File: config.mk
export PLATFORM = sky130hd
export DESIGN_NAME = sspis_ctl
export DESIGN_NICKNAME = d
export VERILOG_FILES = /design/src/rtl/sspis_ctl.sv
export SDC_FILE = /design/constraint.sdc
export NUM_CORES = 1
export LEC_CHECK = 0
export CORE_ASPECT_RATIO = 1.75
export CORE_MARGIN = 2
export CORE_UTILIZATION = 49
export DETAILED_ROUTE_END_ITERATION = 16
export PLACE_DENSITY = 0.84
export SLEW_MARGIN = 10
export SYNTH_ARGS = -nofsm -noshare
export SYNTH_HDL_FRONTEND = slang
export SYNTH_SLANG_ARGS = --single-unit
File: constraint.sdc
create_clock -name clk -period 1.6 [get_ports clk]
set_input_delay 0.24 -clock clk [delete_from_list [all_inputs] [get_ports clk]]
set_output_delay 0.24 -clock clk [all_outputs]
set_load 0.05 [all_outputs]
File: src/rtl/sspis_ctl.sv
// SPI responder: oversamples SCK/SS_N/MOSI in clk, assembles 1-4 byte RX words, serves MISO; no backpressure.
// Latency: rx_valid rises SYNC_STAGES+2 clk after the final sampling SCK pin edge.
module sspis_ctl #(
    parameter int SYNC_STAGES = 2
) (
    input  logic        clk,
    input  logic        reset,
    input  logic        cfg_cpol,
    input  logic        cfg_cpha,
    input  logic        cfg_endian,
    input  logic [1:0]  cfg_transfer_size,
    input  logic [31:0] cfg_datain,
    output logic [31:0] cfg_dataout,
    output logic        rx_valid,
    output logic        op_done,
    output logic        frame_err,
    output logic        busy,
    input  logic        sspis_sck,
    input  logic        sspis_ssn,
    input  logic        sspis_mosi,
    output logic        sspis_miso,
    output logic        sspis_miso_oen
);

    typedef enum logic [1:0] {IDLE, DATA, DONE, WAIT} state_t;

    state_t state_q, state_d;

    logic [SYNC_STAGES-1:0] sck_sync, ssn_sync, mosi_sync, seen;
    logic        sck_d, ssn_d, armed_q;
    logic        cpol_q, cpha_q, endian_q;
    logic [1:0]  size_q, byte_cnt;
    logic [2:0]  bit_cnt;
    logic [31:0] tx_q, rx_word;
    logic [6:0]  rx_shift;

    function automatic logic [4:0] slice_base(input logic [1:0] idx, input logic big);
        logic [1:0] s;
        s = big ? ~idx : idx;
        return {s, 3'b000};
    endfunction

    always_ff @(posedge clk) begin
        if (reset) begin
            sck_sync  <= {SYNC_STAGES{cfg_cpol}};
            ssn_sync  <= '1;
            mosi_sync <= '0;
            seen      <= '0;
            sck_d     <= cfg_cpol;
            ssn_d     <= 1'b1;
            armed_q   <= 1'b0;
        end else begin
            sck_sync  <= {sck_sync[SYNC_STAGES-2:0], sspis_sck};
            ssn_sync  <= {ssn_sync[SYNC_STAGES-2:0], sspis_ssn};
            mosi_sync <= {mosi_sync[SYNC_STAGES-2:0], sspis_mosi};
            seen      <= {seen[SYNC_STAGES-2:0], 1'b1};
            sck_d     <= sck_sync[SYNC_STAGES-1];
            ssn_d     <= ssn_sync[SYNC_STAGES-1];
            // A frame may only start after SS_N has been genuinely seen high since reset
            armed_q   <= armed_q | (seen[SYNC_STAGES-1] & ssn_sync[SYNC_STAGES-1]);
        end
    end

    logic sck_s, ssn_s, mosi_s;
    logic sck_rise, sck_fall, ssn_fall, ssn_rise;
    logic lead_edge, trail_edge, sample_edge, shift_edge, last_bit, byte_last;
    logic [7:0] tx_byte;

    assign sck_s       = sck_sync[SYNC_STAGES-1];
    assign ssn_s       = ssn_sync[SYNC_STAGES-1];
    assign mosi_s      = mosi_sync[SYNC_STAGES-1];
    assign sck_rise    = sck_s & ~sck_d;
    assign sck_fall    = ~sck_s & sck_d;
    assign ssn_fall    = armed_q & ~ssn_s & ssn_d;
    assign ssn_rise    = ssn_s & ~ssn_d;
    assign lead_edge   = cpol_q ? sck_fall : sck_rise;
    assign trail_edge  = cpol_q ? sck_rise : sck_fall;
    assign sample_edge = cpha_q ? trail_edge : lead_edge;
    assign shift_edge  = cpha_q ? lead_edge : trail_edge;
    assign last_bit    = sample_edge && (bit_cnt == 3'd7);
    assign byte_last   = (byte_cnt == size_q);
    assign tx_byte     = tx_q[slice_base(byte_cnt, endian_q) +: 8];
    assign busy        = (state_q != IDLE);

    always_comb begin
        state_d = state_q;
        case (state_q)
            IDLE: if (ssn_fall) state_d = DATA;
            DATA: begin
                if (ssn_rise)                    state_d = IDLE;
                else if (last_bit && byte_last)  state_d = DONE;
            end
            DONE: state_d = WAIT;
            WAIT: if (ssn_s) state_d = IDLE;
            default: state_d = IDLE;
        endcase
    end

    always_ff @(posedge clk) begin
        if (reset) begin
            state_q        <= IDLE;
            cfg_dataout    <= '0;
            rx_valid       <= 1'b0;
            op_done        <= 1'b0;
            frame_err      <= 1'b0;
            sspis_miso     <= 1'b0;
            sspis_miso_oen <= 1'b1;
            cpol_q         <= 1'b0;
            cpha_q         <= 1'b0;
            endian_q       <= 1'b0;
            size_q         <= '0;
            tx_q           <= '0;
            rx_word        <= '0;
            rx_shift       <= '0;
            bit_cnt        <= '0;
            byte_cnt       <= '0;
        end else begin
            state_q   <= state_d;
            rx_valid  <= 1'b0;
            frame_err <= 1'b0;
            case (state_q)
                IDLE: begin
                    op_done        <= 1'b0;
                    sspis_miso_oen <= 1'b1;
                    if (ssn_fall) begin
                        cpol_q         <= cfg_cpol;
                        cpha_q         <= cfg_cpha;
                        endian_q       <= cfg_endian;
                        size_q         <= cfg_transfer_size;
                        tx_q           <= cfg_datain;
                        rx_word        <= '0;
                        bit_cnt        <= '0;
                        byte_cnt       <= '0;
                        sspis_miso_oen <= 1'b0;
                        // Mode with leading-edge sampling needs bit 7 ready before the first SCK edge
                        sspis_miso     <= cfg_cpha ? 1'b0
                                        : (cfg_endian ? cfg_datain[31] : cfg_datain[7]);
                    end
                end
                DATA: begin
                    if (ssn_rise) begin
                        frame_err      <= 1'b1;
                        sspis_miso_oen <= 1'b1;
                        sspis_miso     <= 1'b0;
                    end else if (sample_edge) begin
                        rx_shift <= {rx_shift[5:0], mosi_s};
                        bit_cnt  <= bit_cnt + 3'd1;
                        if (last_bit) begin
                            rx_word[slice_base(byte_cnt, endian_q) +: 8] <= {rx_shift, mosi_s};
                            if (byte_last) sspis_miso <= 1'b0;
                            else           byte_cnt   <= byte_cnt + 2'd1;
                        end
                    end else if (shift_edge) begin
                        sspis_miso <= tx_byte[~bit_cnt];
                    end
                end
                DONE: begin
                    cfg_dataout <= rx_word;
                    rx_valid    <= 1'b1;
                    op_done     <= 1'b1;
                    sspis_miso  <= 1'b0;
                end
                WAIT: begin
                    sspis_miso <= 1'b0;
                    if (ssn_s) begin
                        op_done        <= 1'b0;
                        sspis_miso_oen <= 1'b1;
                    end
                end
                default: ;
            endcase
        end
    end

endmodule

## Word level (Yosys, flattened, before mapping)

Index checks and enable logic that the tools add are counted.

- Register bits: 131
- Input port bits: 42
- Output and inout port bits: 38
- Logic and storage cells: 128

- Add/sub/neg operators: 3
- Order comparisons: 1
- Equality and inequality tests: 16
- Shift operators: 3
- Mux-type cells: 48
- Bitwise gates (word level): 15
- Reductions and logical operators: 18

Operator list:

| kind | number |
|---|---|
| 32-bit 2-to-1 mux | 4 |
| 32-bit case mux with 2 select lines | 1 |
| 32-bit bitwise mux | 1 |
| 8-bit by 7-bit variable shift with 32-bit output (first input constant) | 1 |
| 32-bit by 6-bit variable part select with 8-bit output | 1 |
| 8-bit by 7-bit variable part select with 32-bit output | 1 |
| 2-bit 2-to-1 mux | 11 |
| 1-bit 2-to-1 mux | 21 |
| 2-bit inequality test (second input constant) | 7 |
| 4-bit inequality test (second input constant) | 3 |
| 3-bit 2-to-1 mux | 3 |
| 1-bit case mux with 3 select lines | 3 |
| 3-bit AND reduction | 3 |
| 2-bit case mux with 4 select lines | 1 |
| 4-bit AND reduction | 2 |
| 5-bit negator with 7-bit output | 1 |
| 1-bit AND | 6 |
| 1-bit NOT | 6 |
| 3-bit case mux with 2 select lines | 1 |
| 6-bit AND reduction | 1 |
| 3-bit nonzero test | 2 |
| 5-bit AND reduction | 1 |
| 2-bit equality test (second input constant) | 2 |
| 3-bit by 4-bit < comparator with 1-bit output (second input constant) | 1 |
| other kinds (16) | 20 |

## Logic depth before layout (Yosys ltp)

- Depth after elaboration: 9
- Mapped depth: 8
- Depth with buffers taken out: 7

## Worst setup path after synthesis

Ideal clock, no wire load.

- Path kind: register -> register
- Start: reg with a tool-made name
- End: reg cpha_q
- Library setup time: 0.070 ns
- Arrival time: 1.670 ns
- Data required time: 1.530 ns
- Slack: -0.141 ns
- Cell stages (with the launch flop): 8
- Path buffers: 2
- Period minus slack after synthesis: 1.741 ns
- Path through: dfxtp_1 clkbuf_1 nor2_1 inv_1 nor2_2 clkbuf_1 nand2_1 a21oi_1

RTL lines:

| item | RTL line | RTL |
|---|---|---|
| end signal, assigned | 127 | `cpha_q <= cfg_cpha;` |
| end, declared | 31 | `logic cpol_q, cpha_q, endian_q;` |

## Worst setup path after layout

- Start: reg byte_cnt[0]
- End: reg sspis_miso

- Word-level cells in the longest chain between the ends: 9
- Elaborated cells on any way between the ends: 12
- Those cells by class: eq/ne: 2; shift: 1; mux: 7; bitwise: 1; reduce/logical: 1

Ends and longest elaborated chain:

| item | RTL line | RTL |
|---|---|---|
| start, declared | 32 | `logic [1:0] size_q, byte_cnt;` |
| start signal, assigned | 151 | `else byte_cnt <= byte_cnt + 2'd1;` |
| 2-bit NOT | 39 | `s = big ? ~idx : idx;` |
| 2-bit 2-to-1 mux | 39 |  |
| 32-bit by 6-bit variable part select with 8-bit output | 82 | `assign tx_byte = tx_q[slice_base(byte_cnt, endian_q) +: 8];` |
| 1-bit binary-select mux with 3-bit select | 154 | `sspis_miso <= tx_byte[~bit_cnt];` |
| 1-bit 2-to-1 mux (not written as such) | 154 |  |
| 1-bit 2-to-1 mux | 153 | `end else if (shift_edge) begin` |
| 1-bit 2-to-1 mux | 145 | `end else if (sample_edge) begin` |
| 1-bit 2-to-1 mux | 141 | `if (ssn_rise) begin` |
| 1-bit case mux with 3 select lines | 121 | `case (state_q)` |
| end signal, assigned | 136 | `sspis_miso <= cfg_cpha ? 1'b0` |
| end signal, assigned | 154 |  |
| end, declared | 21 | `output logic sspis_miso,` |

Parallel ways exist; a longest one is shown, timed or not. The select of a mux whose other input is x is not followed.
A chain may end at the register's enable or synchronous reset.

==> run summary <==
Final period util: 126%
die width: 83.0 um
Syn Nets: 686
total power: 7.36 mW
# setup viols final: 82
CP bufs+invs: 1
TritonCTS clock tree: yes
maximum clock path buffer count: 2
Seq/Total Area, Yosys: 49.0%
post-route setup slack: -417 ps
clock root buffer: clkbuf_16
row count: 50
Starting Density: 50.0%
Reg clk slew, reported paths: 60 ps
Critical Path Max Stage Delay: 400 ps
cts hold-fix bufs: 0
number of I/O port buffers: 79
Tmin final: 2020 ps
CTS Sinks: 131
f_max: 496 MHz
remaining antenna violation count: 0
GR Util All Layers: 26.4%
Slowest-stage cell, CP: o31ai_1
synthesized area per cell: 8.33 um2
commonest non-fill, non-tap cell in the layout: nand2_1
WL/cell: 21.4 um
top cells by area, synth: dfxtp_1 (49%), nand2_1 (12%), a21oi_1 (9.1%)
drt total wl: 19700 um
fillers: 646
most frequent cells in the layout: nand2_1 (123), dfxtp_1 (119), buf_4 (88)
Die Span Y: 142 um
share of post-route cells with drive strength above 1: 40.8%
1st-iter DRT viols: 573
violated checks: negative setup slack
Synth Instances: 642
HP Class: input port to flop
Layout Skew: 12.3 ps
Yosys top cell area share: 49.0%
Synth area leader: dfxtp_1
RSZ-0062 raised after global routing: true
Layout Nets: 819
normalized max-slew margin: 69.6%
Worst path depth: 7
routability cong.: 0.852
Layout area overhead: 52.2%
CP arrival: 2360 ps
worst hold slack: 169 ps
r2r worst-path depth: 7
synthesized flop and latch total: 131
Die Footprint: 11800 um2
Synth cell types: 60
Leak Pwr: 2.87 nW
status: complete, but fails checks
final instance area: 8140 um2
worst slew pin tran: 450 ps
initial antenna violation count: 0
CP Cell Sequence: buf_4 -> and3b_1 -> a21oi_4 -> o22ai_1 -> o31ai_1 -> nor3_2 -> o32ai_2
worst-path maximum fanout: 9
# IOs: 80
hold depth: 2
largest net degree at the start of global routing: 49
vias in the first global route: 5222
# diodes: 0
Setup CP Type: flop to flop
placed wire-length estimate: 9810 um
startpoint types: flop
H-Tree Depth: 4
drc violations: 0
worst vdd ir: 803 uV
Vias per Instance: 6.29
Worst EP required: 1940 ps
TritonRoute pass-1 iters: 6
max-cap check violation count: 0
Syn Std Cell Area: 5350 um2
Slew Limit Fails: 0
vias post-DR: 5769
final hold vios: 0
CTS buffer count: 17
gr ovfl total: 0
Core Box Area: 10700 um2
wire length of the first global-routing pass: 24700 um
DP Area: 6550 um2
Pwr Density: 904 nW/um2
synth warn: 0
crit-path leading delay family: compound AO/OA/AOI/OAI gates
Critical Path End Type: flop
clock latency on the worst-skew pair: 430 ps
## timing repair
action	4_1_cts	5_1_grt
setup buffers	11	6
setup endpoints to repair	41	85
gates resized for setup	61	147
gates cloned	2	6
endpoints found under the hold margin	0	0
pin swaps	34	95
## cell families after synthesis
logic type      Yosys count  share of synthesized area [%]
simple gates            278                           22.8
compound gates          162                           19.4
flops                   131                           49.0
buf+inv                  48                           4.00
mux                      18                           3.65
xor+xnor                  3                          0.632
fa+ha+maj                 2                          0.468
## cell type report
class / count / area [um2] / area share [%]
Clock inverter: 10 / 86.3 / 1.06
Timing Repair Buffer: 152 / 1480 / 18.1
Tap cell: 130 / 163 / 2.00
Sequential cell: 131 / 2650 / 32.5
Multi-Input combinational cell: 464 / 3290 / 40.4
Inverter: 9 / 33.8 / 0.415
Clock buffer: 21 / 450 / 5.53
## stage by stage
| step | TNS [ps] | cells | setup slack [ps] | utilization (%) |
|---|---|---|---|---|
| after detailed placement | -4560 | 863 | -250 | 61.3 |
| after CTS | -1650 | 907 | -210 | 69.6 |
| after global routing | -12970 | 917 | -446 | 76.1 |
| after floorplan | -147 | 642 | -47.1 | - |
| after global placement | -2300 | 863 | -178 | 61.3 |
| final | -10790 | 917 | -417 | 76.1 |
## per-layer routing
layer | vias up | wire [um] | GRT usage [%]
met4 | 0 | 1730 | 21.1
met2 | 392 | 10200 | 48.3
met1 | 2730 | 6310 | 24.5
li1 | 2496 | - | -
met3 | 151 | 1420 | 6.67
met5 | - | 0 | 0
## worst paths after layout
path,start,endpoint,slack (ps)
max,byte_cnt[0]$_SDFFE_PP0P_,sspis_miso$_SDFFE_PP0P_,-420
min,reset,rx_valid$_SDFF_PP0_,170
max reg2reg,byte_cnt[0]$_SDFFE_PP0P_,sspis_miso$_SDFFE_PP0P_,-420
min reg2reg,ssn_sync[0]$_SDFF_PP1_,ssn_sync[1]$_SDFF_PP1_,410
## worst reg2reg max path, cell delays in order, from the launching register on
cell and delay, ps:
dfxtp_4 380, buf_4 160, and3b_1 230, a21oi_4 270, o22ai_1 170, o31ai_1 400, nor3_2 110, o32ai_2 220
## sequential cells by signal, indices dropped and copies added, names as in the netlist, 2 cells and up, named ones only
register     count
ssn_sync         2
rx_word         32
size_q           2
byte_cnt         2
cfg_dataout     32
seen             2
bit_cnt          3
rx_shift         7
mosi_sync        2
tx_q            32
sck_sync         2
## cell usage after synthesis, drive strengths merged
cell and count:
o32ai 1, nor2b 9, dfxtp 131, nand4 16, a211oi 1, o31ai 1, a32oi 2, mux2 6
o211ai 3, o22a 1, o21ai 11, inv 9, o221ai 7, nor4b 2, or3 3, a22oi 10
or2 4, o211a 1, a2bb2oi 1, o22ai 9, nand2 178, or3b 1, and3b 1, o221a 1
a211o 1, mux2i 12, nand2b 5, a21o 2, buf 14, o2111ai 2, nand3b 1, a21oi 100
xnor2 3, ha 2, nor3 7, nor2 35, clkbuf 25, and3 3, o21a 4, o41ai 2
a2111oi 2, nand3 13
## power by group
part           internal [mW]  total, mW  switching (mW)
clock network           2.15       3.59            1.44
logic                  0.214      0.453           0.239
registers               3.29       3.32          0.0303
total                   5.65       7.36            1.71
No activity file was read; power rests on OpenSTA's default activity.
